--- src/rtl/servant_wb_loader_pkg.sv ---
// Shared types and constants for the UART program loader.
package servant_wb_loader_pkg;

  // Image parser states.
  typedef enum logic [2:0] {
    StIdle,
    StLen0,
    StLen1,
    StData,
    StWrite,
    StDone
  } parse_state_e;

  // UART receiver states.
  typedef enum logic [1:0] {
    RxIdle,
    RxStart,
    RxData,
    RxStop
  } rx_state_e;

  // Frame header byte that starts an image.
  localparam logic [7:0] Header = 8'hA5;

  // Full-word byte enables for every write.
  localparam logic [3:0] WbSel = 4'hf;

endpackage

--- src/rtl/servant_uart_rx.sv ---
// 8N1 UART receiver: start-bit glitch rejection, centre sampling, frame error pulse.
module servant_uart_rx
  import servant_wb_loader_pkg::*;
#(
  parameter int unsigned CLKS_PER_BIT = 868
) (
  input  logic       wb_clk,
  input  logic       wb_rst,
  input  logic       i_rx,
  output logic [7:0] o_data,
  output logic       o_valid,
  output logic       o_frame_err
);

  localparam int unsigned CntW = $clog2(CLKS_PER_BIT);
  localparam logic [CntW-1:0] FullM1 = CntW'(CLKS_PER_BIT - 1);
  localparam logic [CntW-1:0] HalfM1 = CntW'(CLKS_PER_BIT / 2 - 1);

  logic            rx_meta_q, rx_sync_q, rx_prev_q;
  rx_state_e       state_q, state_d;
  logic [CntW-1:0] cnt_q, cnt_d;
  logic [2:0]      bit_q, bit_d;
  logic [7:0]      shift_q, shift_d;

  // Two-flop synchronizer plus one delayed copy for falling-edge detection.
  always_ff @(posedge wb_clk or posedge wb_rst) begin
    if (wb_rst) begin
      rx_meta_q <= 1'b1;
      rx_sync_q <= 1'b1;
      rx_prev_q <= 1'b1;
    end else begin
      rx_meta_q <= i_rx;
      rx_sync_q <= rx_meta_q;
      rx_prev_q <= rx_sync_q;
    end
  end

  // Receiver state, bit timer and shift register.
  always_ff @(posedge wb_clk or posedge wb_rst) begin
    if (wb_rst) begin
      state_q <= RxIdle;
      cnt_q   <= '0;
      bit_q   <= '0;
      shift_q <= '0;
    end else begin
      state_q <= state_d;
      cnt_q   <= cnt_d;
      bit_q   <= bit_d;
      shift_q <= shift_d;
    end
  end

  // Next-state logic; valid/frame-error pulse on the stop-bit sample cycle.
  always_comb begin
    state_d     = state_q;
    cnt_d       = cnt_q + 1'b1;
    bit_d       = bit_q;
    shift_d     = shift_q;
    o_valid     = 1'b0;
    o_frame_err = 1'b0;
    unique case (state_q)
      RxIdle: begin
        cnt_d = '0;
        if (rx_prev_q && !rx_sync_q) state_d = RxStart;
      end
      RxStart: begin
        if (cnt_q == HalfM1) begin
          cnt_d = '0;
          bit_d = '0;
          // Line back high at mid start bit: a glitch, not a start.
          state_d = rx_sync_q ? RxIdle : RxData;
        end
      end
      RxData: begin
        if (cnt_q == FullM1) begin
          cnt_d   = '0;
          shift_d = {rx_sync_q, shift_q[7:1]};
          if (bit_q == 3'd7) state_d = RxStop;
          else               bit_d   = bit_q + 1'b1;
        end
      end
      RxStop: begin
        if (cnt_q == FullM1) begin
          cnt_d   = '0;
          state_d = RxIdle;
          if (rx_sync_q) o_valid     = 1'b1;
          else           o_frame_err = 1'b1;
        end
      end
      default: state_d = RxIdle;
    endcase
  end

  assign o_data = shift_q;

endmodule

--- src/rtl/servant_wb_loader.sv ---
// Loads a framed program image from UART into memory over Wishbone, holding the CPU in reset.
module servant_wb_loader
  import servant_wb_loader_pkg::*;
#(
  parameter int unsigned CLKS_PER_BIT = 868,
  parameter int unsigned memsize      = 8192
) (
  input  logic        wb_clk,
  input  logic        wb_rst,
  input  logic        i_rx,
  output logic [31:0] o_wb_adr,
  output logic [31:0] o_wb_dat,
  output logic [3:0]  o_wb_sel,
  output logic        o_wb_we,
  output logic        o_wb_stb,
  input  logic        i_wb_ack,
  output logic        o_cpu_rst,
  output logic        o_done,
  output logic        o_err
);

  localparam int unsigned MaxWords = memsize / 4;
  localparam logic [31:0] AdrMask  = 32'(memsize - 1);

  logic [7:0] rx_data;
  logic       rx_valid, rx_frame_err;

  servant_uart_rx #(
    .CLKS_PER_BIT(CLKS_PER_BIT)
  ) u_uart_rx (
    .wb_clk      (wb_clk),
    .wb_rst      (wb_rst),
    .i_rx        (i_rx),
    .o_data      (rx_data),
    .o_valid     (rx_valid),
    .o_frame_err (rx_frame_err)
  );

  logic [7:0]   hold_data_q;
  logic         hold_full_q;
  logic         consume;
  logic         overrun;
  logic         len_err;
  logic         err_q;

  parse_state_e state_q, state_d;
  logic [7:0]   len_lo_q, len_lo_d;
  logic [15:0]  count_q, count_d;
  logic [15:0]  idx_q, idx_d;
  logic [15:0]  idx_next;
  logic [15:0]  n_words;
  logic [1:0]   byte_cnt_q, byte_cnt_d;
  logic [31:0]  adr_q, adr_d;
  logic [31:0]  dat_q, dat_d;
  logic         stb_q, stb_d;
  logic         cpu_rst_q, cpu_rst_d;
  logic         done_q, done_d;

  // A pending byte waits while a bus write is in flight.
  assign consume  = hold_full_q && (state_q != StWrite);
  assign overrun  = rx_valid && hold_full_q && !consume;
  assign n_words  = {hold_data_q, len_lo_q};
  assign idx_next = idx_q + 16'd1;

  // One-byte holding register between receiver and parser.
  always_ff @(posedge wb_clk or posedge wb_rst) begin
    if (wb_rst) begin
      hold_data_q <= '0;
      hold_full_q <= 1'b0;
    end else if (rx_valid && !overrun) begin
      hold_data_q <= rx_data;
      hold_full_q <= 1'b1;
    end else if (consume) begin
      hold_full_q <= 1'b0;
    end
  end

  // Sticky error flag, cleared only by reset.
  always_ff @(posedge wb_clk or posedge wb_rst) begin
    if (wb_rst) err_q <= 1'b0;
    else        err_q <= err_q | rx_frame_err | overrun | len_err;
  end

  // Parser and bus registers.
  always_ff @(posedge wb_clk or posedge wb_rst) begin
    if (wb_rst) begin
      state_q    <= StIdle;
      len_lo_q   <= '0;
      count_q    <= '0;
      idx_q      <= '0;
      byte_cnt_q <= '0;
      adr_q      <= '0;
      dat_q      <= '0;
      stb_q      <= 1'b0;
      cpu_rst_q  <= 1'b1;
      done_q     <= 1'b0;
    end else begin
      state_q    <= state_d;
      len_lo_q   <= len_lo_d;
      count_q    <= count_d;
      idx_q      <= idx_d;
      byte_cnt_q <= byte_cnt_d;
      adr_q      <= adr_d;
      dat_q      <= dat_d;
      stb_q      <= stb_d;
      cpu_rst_q  <= cpu_rst_d;
      done_q     <= done_d;
    end
  end

  // Parser next-state: header, 16-bit word count, little-endian words, one write per word.
  always_comb begin
    state_d    = state_q;
    len_lo_d   = len_lo_q;
    count_d    = count_q;
    idx_d      = idx_q;
    byte_cnt_d = byte_cnt_q;
    adr_d      = adr_q;
    dat_d      = dat_q;
    stb_d      = stb_q;
    cpu_rst_d  = cpu_rst_q;
    done_d     = done_q;
    len_err    = 1'b0;
    unique case (state_q)
      StIdle: begin
        if (consume && hold_data_q == Header) state_d = StLen0;
      end
      StLen0: begin
        if (consume) begin
          len_lo_d = hold_data_q;
          state_d  = StLen1;
        end
      end
      StLen1: begin
        if (consume) begin
          count_d = n_words;
          if (32'(n_words) > MaxWords) begin
            len_err = 1'b1;
            state_d = StIdle;
          end else if (n_words == 16'd0) begin
            cpu_rst_d = 1'b0;
            done_d    = 1'b1;
            state_d   = StDone;
          end else begin
            idx_d      = '0;
            byte_cnt_d = '0;
            state_d    = StData;
          end
        end
      end
      StData: begin
        if (consume) begin
          dat_d      = {hold_data_q, dat_q[31:8]};
          byte_cnt_d = byte_cnt_q + 2'd1;
          if (byte_cnt_q == 2'd3) begin
            adr_d   = 32'({idx_q, 2'b00}) & AdrMask;
            stb_d   = 1'b1;
            state_d = StWrite;
          end
        end
      end
      StWrite: begin
        if (stb_q && i_wb_ack) begin
          stb_d = 1'b0;
          idx_d = idx_next;
          if (idx_next == count_q) begin
            cpu_rst_d = 1'b0;
            done_d    = 1'b1;
            state_d   = StDone;
          end else begin
            byte_cnt_d = '0;
            state_d    = StData;
          end
        end
      end
      StDone: begin
        // A new header restarts loading and puts the CPU back in reset.
        if (consume && hold_data_q == Header) begin
          cpu_rst_d = 1'b1;
          done_d    = 1'b0;
          state_d   = StLen0;
        end
      end
      default: state_d = StIdle;
    endcase
  end

  assign o_wb_adr  = adr_q;
  assign o_wb_dat  = dat_q;
  assign o_wb_stb  = stb_q;
  assign o_wb_we   = stb_q;
  assign o_wb_sel  = stb_q ? WbSel : 4'h0;
  assign o_cpu_rst = cpu_rst_q;
  assign o_done    = done_q;
  assign o_err     = err_q;

endmodule

--- config.mk ---
export PLATFORM = sky130hd
export DESIGN_NAME = servant_wb_loader
export DESIGN_NICKNAME = d
export VERILOG_FILES = /design/src/rtl/servant_wb_loader_pkg.sv /design/src/rtl/servant_uart_rx.sv /design/src/rtl/servant_wb_loader.sv
export SDC_FILE = /design/constraint.sdc
export NUM_CORES = 1
export LEC_CHECK = 0
export BUFFER_PORTS_ARGS = -buffer_cell sky130_fd_sc_hd__buf_2
export CAP_MARGIN = 30
export CORE_ASPECT_RATIO = 2
export CORE_MARGIN = 1
export CORE_UTILIZATION = 58
export DETAILED_ROUTE_END_ITERATION = 10
export PLACE_DENSITY = 0.8
export SLEW_MARGIN = 15
export SYNTH_ARGS = -nofsm -noshare
export SYNTH_HDL_FRONTEND = slang
export SYNTH_HIERARCHICAL = 1
export SYNTH_SLANG_ARGS = --single-unit
--- constraint.sdc ---
create_clock -name wb_clk -period 3.49 [get_ports wb_clk]
set_clock_uncertainty 0.05 [all_clocks]
set_input_delay 0.1745 -clock wb_clk [delete_from_list [all_inputs] [get_ports wb_clk]]
set_output_delay 0.1745 -clock wb_clk [all_outputs]
set_load 0.005 [all_outputs]
==> Word-level counts from Yosys, hierarchy flattened <==
Index checks and enable logic that the tools add are counted.
W data, S select, Z words.
{ "word_totals": {"reg_bits": 127, "in_bits": 4, "output_inout_bits": 73, "elab_cells": 160} }
{ "classes": {"addsub": 4, "n_lt_le_gt_ge": 1, "eq_ne": 33, "muxes": 66, "bitwise_logic": 3, "reduce_logical": 33} }
{ "ops": {"columns": ["op", "n"], "rows": [
  ["$mux W16", 4],
  ["$mux W3", 12],
  ["$pmux W16 S2", 1],
  ["$pmux W10 S3", 1],
  ["$mux W1", 26],
  ["$mux W2", 12],
  ["$ne A2 B2 Y1 const B", 12],
  ["$mux W10", 2],
  ["$add A16 B1 Y16 const B", 1],
  ["$eq A16 B16 Y1", 1],
  ["$gt A16 B12 Y1 const B", 1],
  ["$logic_not A16 Y1", 1],
  ["$pmux W3 S5", 1],
  ["$reduce_and A7 Y1", 2],
  ["$ne A2 B1 Y1 const B", 6],
  ["$add A10 B1 Y10 const B", 1],
  ["$eq A10 B10 Y1 const B", 1],
  ["$eq A10 B9 Y1 const B", 1],
  ["$reduce_and A5 Y1", 2],
  ["$eq A3 B3 Y1 const B", 3],
  ["$eq A8 B8 Y1 const B", 1],
  ["$pmux W2 S4", 1],
  ["$reduce_and A2 Y1", 4],
  ["$reduce_and A4 Y1", 2],
  ["other kinds (22)", 41]
]} }

==> Logic depth before layout (Yosys ltp) <==
Gate-level depths: netlist of run 1.
{ "depth": {"depth_word": 8, "mapped_depth": 9, "depth_no_buf": 8} }

==> By module <==
Netlist of run 1, hierarchy kept.
{ "modules_own_cells": {"columns": ["mod", "n_inst", "cells_each", "area_each_um2", "seq_area_each_um2"], "rows": [
  ["servant_wb_loader", 1, 519, 5078.6, 2528.7],
  ["servant_uart_rx", 1, 98, 1202.4, 654.4]
]} }

==> Worst setup path after synthesis of run 1 <==
No wires, ideal clock.
{ "synth_path": {"kind": "register to register", "from": "register idx_q[0]", "to": "register cpu_rst_q (netlist: o_cpu_rst)", "setup_time_ps": 78, "t_arrival_ps": 2279, "required_ps": 3362, "slack_ps": 1083, "path_stages_with_launch": 10, "n_path_buf": 1, "synth_period_minus_slack_ps": 2407, "path_cell_list": "dfrtp_1 ha_1 and4_1 clkbuf_1 and2_1 o31ai_1 a22oi_1 a2111oi_2 nand4_1 a31o_1"} }
{ "synth_between": {"elab_chain_len": 4} }
{ "synth_lines": {"columns": ["item", "line_no", "text"], "rows": [
  ["from (decl)", "servant_wb_loader.sv:49", "logic [15:0] idx_q, idx_d;"],
  ["from (signal assigned)", "servant_wb_loader.sv:101", "idx_q <= idx_d;"],
  ["$add A16 B1 Y16", "servant_wb_loader.sv:63", "assign idx_next = idx_q + 16'd1;"],
  ["$eq A16 B16 Y1", "servant_wb_loader.sv:166", "if (idx_next == count_q) begin"],
  ["$ne A2 B2 Y1 (no line)", null, null],
  ["$reduce_and A7 Y1 (no line)", null, null],
  ["to (signal assigned)", "servant_wb_loader.sv:106", "cpu_rst_q <= cpu_rst_d;"],
  ["to (decl)", "servant_wb_loader.sv:56", "logic cpu_rst_q, cpu_rst_d;"]
]} }
Every way passes these cells.
A chain may end at the register's enable or synchronous reset.

==> results.yml, run 1 <==
sta:
  worst_pin_slew_ps: 673
  slew_violations: 0
  period_share_pct: 78.5
  setup_violations: 0
  rsz0062_at_grt: "no"
  holdWs_ps: 278
  setup_tns_ps: 0
  period_minus_slack_ps: 2740
  slew_headroom_pct: 54.8
  fmax_mhz: 365
  final_hold_viol_count: 0
setup_path:
  start_kind: "flop"
  crit_fanout: 7
  reg2reg_slack_ps: 750
  crit_end: "state_q[2]"
  crit_chain: "ha_1, and4_1, and2_1, o31ai_1, a22oi_1, a2111oi_2, nand4_1, o41ai_2"
  critPathCaptureType: "flop"
  critPathArrivalTime_ps: 3000
  required_ps: 3750
  cp-startpoint: "idx_q[0]"
  ff2ff_path_depth: 8
  r2r-end: "state_q[2]"
  r2r-start: "idx_q[0]"
  slowest_delay_ps: 460
  crit_path_top_delay_cell: "dfrtp_1"
  worstSetupPathType: "reg2reg"
route:
  drc: 0
  wl_um: 13900
  drt-initial-drc-count: 328
  drtAntennaViolNets: 0
  vias: 4716
  wl_per_cell_um: 17.0
  vias_per_cell: 5.77
  dr.pass1.iters: 5
floorplanning:
  die-area_um2: 11300
  fp.dieH_um: 149
  io_pins: 77
  initial_utilization_pct: 59.6
  placementRows: 53
  die-width_um: 75.6
  core_um2: 10500
final_layout:
  fill_cells: 820
  stdcell_area_um2: 7180
  drive_above_1_share_pct: 23.8
  stdcell_count: 817
  area_growth_syn_to_layout_pct: 14.3
  diodes: 0
  layout.nets: 677
  mostFrequentLayoutCells: "nand2_1 (128), dfrtp_1 (123), buf_2 (55)"
  final_common_cell: "nand2_1"
placed_design:
  dpl_cell_area_um2: 6550
  placed_cells: 782
  gp_congestion: 0.920
  dp_hpwl_um: 9990
  io_buffer_count: 55
power_and_ir_drop:
  leakagePower_nw: 3.62
  ir_drop_uv: 372
  power-per-cell-area_nw_per_um2: 478
  power_mw: 3.43
clock_tree:
  cts.sinks: 127
  clock_latency_ps: 420
  cts_buffer_depth: 2
  numCtsBuffers: 17
  cts-root-buf: "clkbuf_16"
  path_clk_slew_ps: 60
  cts_setup_buffers: 0
  ctsResizeCount: 0
  htreeDepth: 4
  cts_tree: "yes"
status:
  status: "completed"
grt:
  grt_pass1_vias: 4691
  grt.total_usage_pct: 27.6
  grt_max_degree: 41
  overflow: 0
  grtUsageMet2_pct: 48.3
  grt_antenna_before_repair: 0
  use_met3_pct: 5.54
  gr-usage-met1_pct: 29.4
  grt_pass1_wl_um: 23100
  busiest_layer: "met2"
synth:
  synthFlopType: "dfrtp_1"
  syn-instance-count: 617
  ys_seq_area_share_pct: 50.7
  syn_area_um2: 6280
  synth_edf_count: 0
  ys_seq_elements: 127
  yosysWarnings: 6
  syn_area_per_cell_um2: 10.2
  synth_cell_types: 72
  async_flop_share_pct: 100
min_path:
  min_path_type: "in2async"
flow_run:
  drv_cap: 0
final cells by class:
| cell class | instances | area (um^2) | share of cell area [%] |
|---|---|---|---|
| clock buffer | 22 | 464 | 6.47 |
| clock inverter | 10 | 114 | 1.59 |
| inverter | 9 | 36.3 | 0.506 |
| multi-input combinational | 446 | 2830 | 39.4 |
| sequential | 127 | 3180 | 44.4 |
| tap | 137 | 171 | 2.39 |
| timing repair buffer | 66 | 383 | 5.33 |
worst min path at each step:
| stage | start | to | slack (ps) | depth (start not counted) |
|---|---|---|---|---|
| after floorplan | i_rx | u_uart_rx/rx_meta_q | 130 | 0 |
| after global placement | wb_rst | state_q[0] | 210 | 2 |
| after detailed placement | wb_rst | state_q[0] | 210 | 2 |
| after CTS | i_wb_ack | idx_q[5] | 290 | 4 |
| after global routing | wb_rst | u_uart_rx/state_q[0] | 310 | 3 |
| final | wb_rst | u_uart_rx/state_q[0] | 280 | 3 |
where the power goes:
group	leakage (nW)	switching [mW]	internal, mW
logic	1.61	0.0874	0.0578
clock network	0.284	0.628	1.09
registers	1.73	0.0515	1.52
total	3.62	0.767	2.66
per-layer routing:
metal,vias to the layer above,wire length (um)
met3,42,398
met2,133,7740
li1,2198,-
met5,-,0
met1,2343,5160
met4,0,608
through the flow:
stage | utilization, % | worst slack [ps]
3_5_place_dp | 62.1 | 801
5_1_grt | 68.1 | 624
4_1_cts | 67.8 | 773
3_3_place_gp | 62.1 | 873
6_report | 68.1 | 751
2_1_floorplan | - | 620
critical path: cells and delay by family, from the launching register on:
family	cells	cell delay [ps]
fa+ha+maj	1	320
compound gates	4	1000
flops	1	460
simple gates	3	790
kinds of logic after synthesis:
family                   Yosys count  synth area share (%)
AND/OR/NAND/NOR                  248                  18.9
flip-flops                       127                  50.7
AO/OA/AOI/OAI                     82                  9.00
buffers and inverters             64                  5.58
multiplexers                      56                  10.0
XOR/XNOR                          33                  4.60
adder cells (fa/ha/maj)            6                  1.20
other                              1                0.0597
state kept, by name (all words and copies together), names as in the netlist, 2 cells and up, named ones only:
register	cells
byte_cnt_q	2
count_q	16
hold_data_q	8
idx_q	16
len_lo_q	8
o_wb_adr	11
o_wb_dat	32
state_q	3
u_uart_rx/bit_q	3
u_uart_rx/cnt_q	10
u_uart_rx/o_data	8
synth_stat cells (2+ instances only):
| master | count | area [um^2] |
|---|---|---|
| or3_1 | 3 | 18.8 |
| nand4_1 | 7 | 43.8 |
| nor4_1 | 3 | 18.8 |
| o31ai_1 | 11 | 82.6 |
| and3_1 | 10 | 62.6 |
| and2_1 | 5 | 31.3 |
| nor3_1 | 12 | 60.1 |
| clkbuf_1 | 20 | 75.1 |
| ha_1 | 6 | 75.1 |
| o21ai_0 | 24 | 120 |
| a211oi_1 | 3 | 22.5 |
| buf_4 | 27 | 203 |
| and3b_1 | 3 | 26.3 |
| a22oi_1 | 3 | 22.5 |
| nand3_1 | 15 | 75.1 |
| a31oi_1 | 4 | 25.0 |
| dfrtp_1 | 123 | 3080 |
| clkbuf_2 | 2 | 10.0 |
| dfstp_2 | 4 | 105 |
| nand2b_1 | 3 | 18.8 |
| nor4_2 | 2 | 25.0 |
| a22o_1 | 3 | 26.3 |
| nand2_1 | 128 | 480 |
| o211ai_1 | 2 | 15.0 |
| xnor2_1 | 19 | 166 |
| buf_2 | 5 | 25.0 |
| mux2_2 | 50 | 563 |
| inv_1 | 9 | 33.8 |
| xor2_1 | 14 | 123 |
| nor2_1 | 39 | 146 |
| a21oi_1 | 11 | 55.1 |
| mux2i_1 | 5 | 50.1 |
| or4_1 | 2 | 15.0 |
| nand3b_1 | 2 | 15.0 |
repair_timing:
action,in CTS,in global routing
hold endpoints to repair,38,0
setup endpoints to repair,0,0
hold buffers,2,0
No activity file was read; power rests on OpenSTA's default activity.
==> run 2: changes to the inputs <==
clock period = 2.9 ns   (was 3.49 ns; I/O delays follow)
==> run 2 against run 1 <==
  * Sequential share of layout area fell by 0.63 points
  * Fmax rose by 1.6%
  * Highest routed layer unchanged
  * Final area rose by 1.4%
  * Combinational power rose by 21%
  * Final cell count rose by 0.61%
  * Power rose by 26%
  * Die area did not move
  * Via count rose by 2.2%
  * Critical path depth rose by 1
  * Non-clock buffer count rose by 5
==> results.yml, run 2 (synthesized netlist as in run 1, its figures left out) <==
final_layout:
  largest_reg_flops: 32
  stdcell_count: 822
  drive_above_1_share_pct: 24.7
  fill_cells: 778
  finalCoreUtilization_pct: 69.0
  area_growth_syn_to_layout_pct: 15.9
  multi_input_area_um2: 2830
  mostFrequentLayoutCells: "nand2_1 (128), dfrtp_1 (123), buf_2 (55)"
  regArea_um2: 3180
  diodes: 0
  final_common_cell: "nand2_1"
  layout.nets: 682
floorplanning:
  die-area_um2: 11300
  io_pins: 77
  initial_utilization_pct: 59.6
  fp.dieH_um: 149
  placementRows: 53
  core_um2: 10500
  die-width_um: 75.6
route:
  drtAntennaViolNets: 0
  drc: 0
  vias_per_cell: 5.86
  wl_per_cell_um: 17.5
  dr.pass1.iters: 5
  drt-initial-drc-count: 347
  wl_um: 14400
  vias: 4820
setup_path:
  crit_fanout: 7
  critPathCaptureType: "flop"
  required_ps: 3160
  worst-path-buf-inv: 1
  crit_path_top_delay_cell: "dfrtp_1"
  slowest_delay_ps: 470
  start_kind: "flop"
  crit_family: "compound AO/OA/AOI/OAI gates"
  crit_chain: "ha_1, and4_1, and2_1, o31ai_1, a22oi_1, a2111oi_2, nand4_1, buf_4, o41ai_2"
  worstSetupPathType: "reg2reg"
  critPathArrivalTime_ps: 2950
clock_tree:
  cts.sinks: 127
  cts-root-buf: "clkbuf_16"
  clock_latency_ps: 410
  cts_buffer_depth: 2
  htreeDepth: 4
  path_clk_slew_ps: 60
  numCtsBuffers: 17
  cts_tree: "yes"
  ctsResizeCount: 0
placed_design:
  dp_hpwl_um: 10000
  gp_congestion: 0.937
  io_buffer_count: 55
  placed_cells: 786
sta:
  slew_headroom_pct: 48.7
  rsz0062_at_grt: "no"
  worst_pin_slew_ps: 770
  period_share_pct: 92.9
  fmax_mhz: 371
  setup_violations: 0
  period_minus_slack_ps: 2690
  final_hold_viol_count: 0
  setup_tns_ps: 0
  slew_violations: 0
power_and_ir_drop:
  power-per-cell-area_nw_per_um2: 594
  ir_drop_uv: 501
  power_mw: 4.32
  leakagePower_nw: 3.67
grt:
  overflow: 0
  grt_pass1_vias: 4845
  grt_max_degree: 62
  grt_antenna_before_repair: 0
  grt.total_usage_pct: 28.0
  grt_pass1_wl_um: 23300
flow_run:
  drv_cap: 0
status:
  status: "completed"
min_path:
  min_path_type: "in2async"
[run 2: cell count changes in the layout (fill, tap and decap cells not counted), sizes merged]
| cell | previous run | this run |
|---|---|---|
| buf | 64 | 69 |
| clkbuf | 22 | 19 |
| clkinv | 7 | 4 |
| bufinv | 2 | 4 |
| clkinvlp | 1 | 3 |
| inv | 9 | 11 |
[run 2: layer usage]
layer	GRT usage, %	part of all wire (%)
met3	6.89	3.9
met2	48.1	55
met1	29.0	35
met5	0	0
met4	18.4	5.7
[run 2: worst register-to-register path: cells and delay by family, from the launching register on]
kind	cells	cell delay, ps
buf+inv	1	190
fa+ha+maj	1	320
simple gates	3	660
compound gates	4	900
flops	1	470
[run 2: stage by stage]
step | worst slack (ps) | area [um^2] | hold WS, ps
global route | 28.3 | 7280 | 239
CTS | 202 | 7240 | 270
detailed placement | 247 | 6590 | 203
global placement | 289 | 6590 | 200
finish | 205 | 7280 | 224
floorplan | 59.5 | 6360 | 99.5
[run 2: cell type report]
type | count | share of cell area, %
sequential | 127 | 43.7
clock inverter | 13 | 2.58
clock buffer | 19 | 6.08
timing repair buffer | 71 | 5.95
inverter | 9 | 0.498
tap | 137 | 2.35
multi-input combinational | 446 | 38.8
[run 2: timing repair]
action,in CTS,in global routing
buffers inserted,0,1
endpoints found under the hold margin,83,0
hold buffers,2,0
setup endpoints to repair,0,3
[run 2: path summary, 6_finish.rpt]
| path | endpoint | slack [ps] | start | cells past startpoint |
|---|---|---|---|---|
| min in group wb_clk | idx_q[8] | 280 | i_wb_ack | 4 |
| worst min-delay path | u_uart_rx/bit_q[0] | 220 | wb_rst | 3 |
| worst max register to register | state_q[2] | 210 | idx_q[0] | 9 |
| worst max-delay path | state_q[2] | 210 | idx_q[0] | 9 |
| max in group asynchronous | len_lo_q[2] | 1720 | wb_rst | 4 |
| worst min register to register | u_uart_rx/rx_sync_q | 310 | u_uart_rx/rx_meta_q | 0 |
[run 2: power by group]
group | leakage, nW | internal [mW] | total [mW] | switching [mW]
clock network | 0.300 | 1.47 | 2.26 | 0.792
logic | 1.64 | 0.0712 | 0.175 | 0.104
registers | 1.73 | 1.83 | 1.89 | 0.0632
total | 3.67 | 3.36 | 4.32 | 0.960
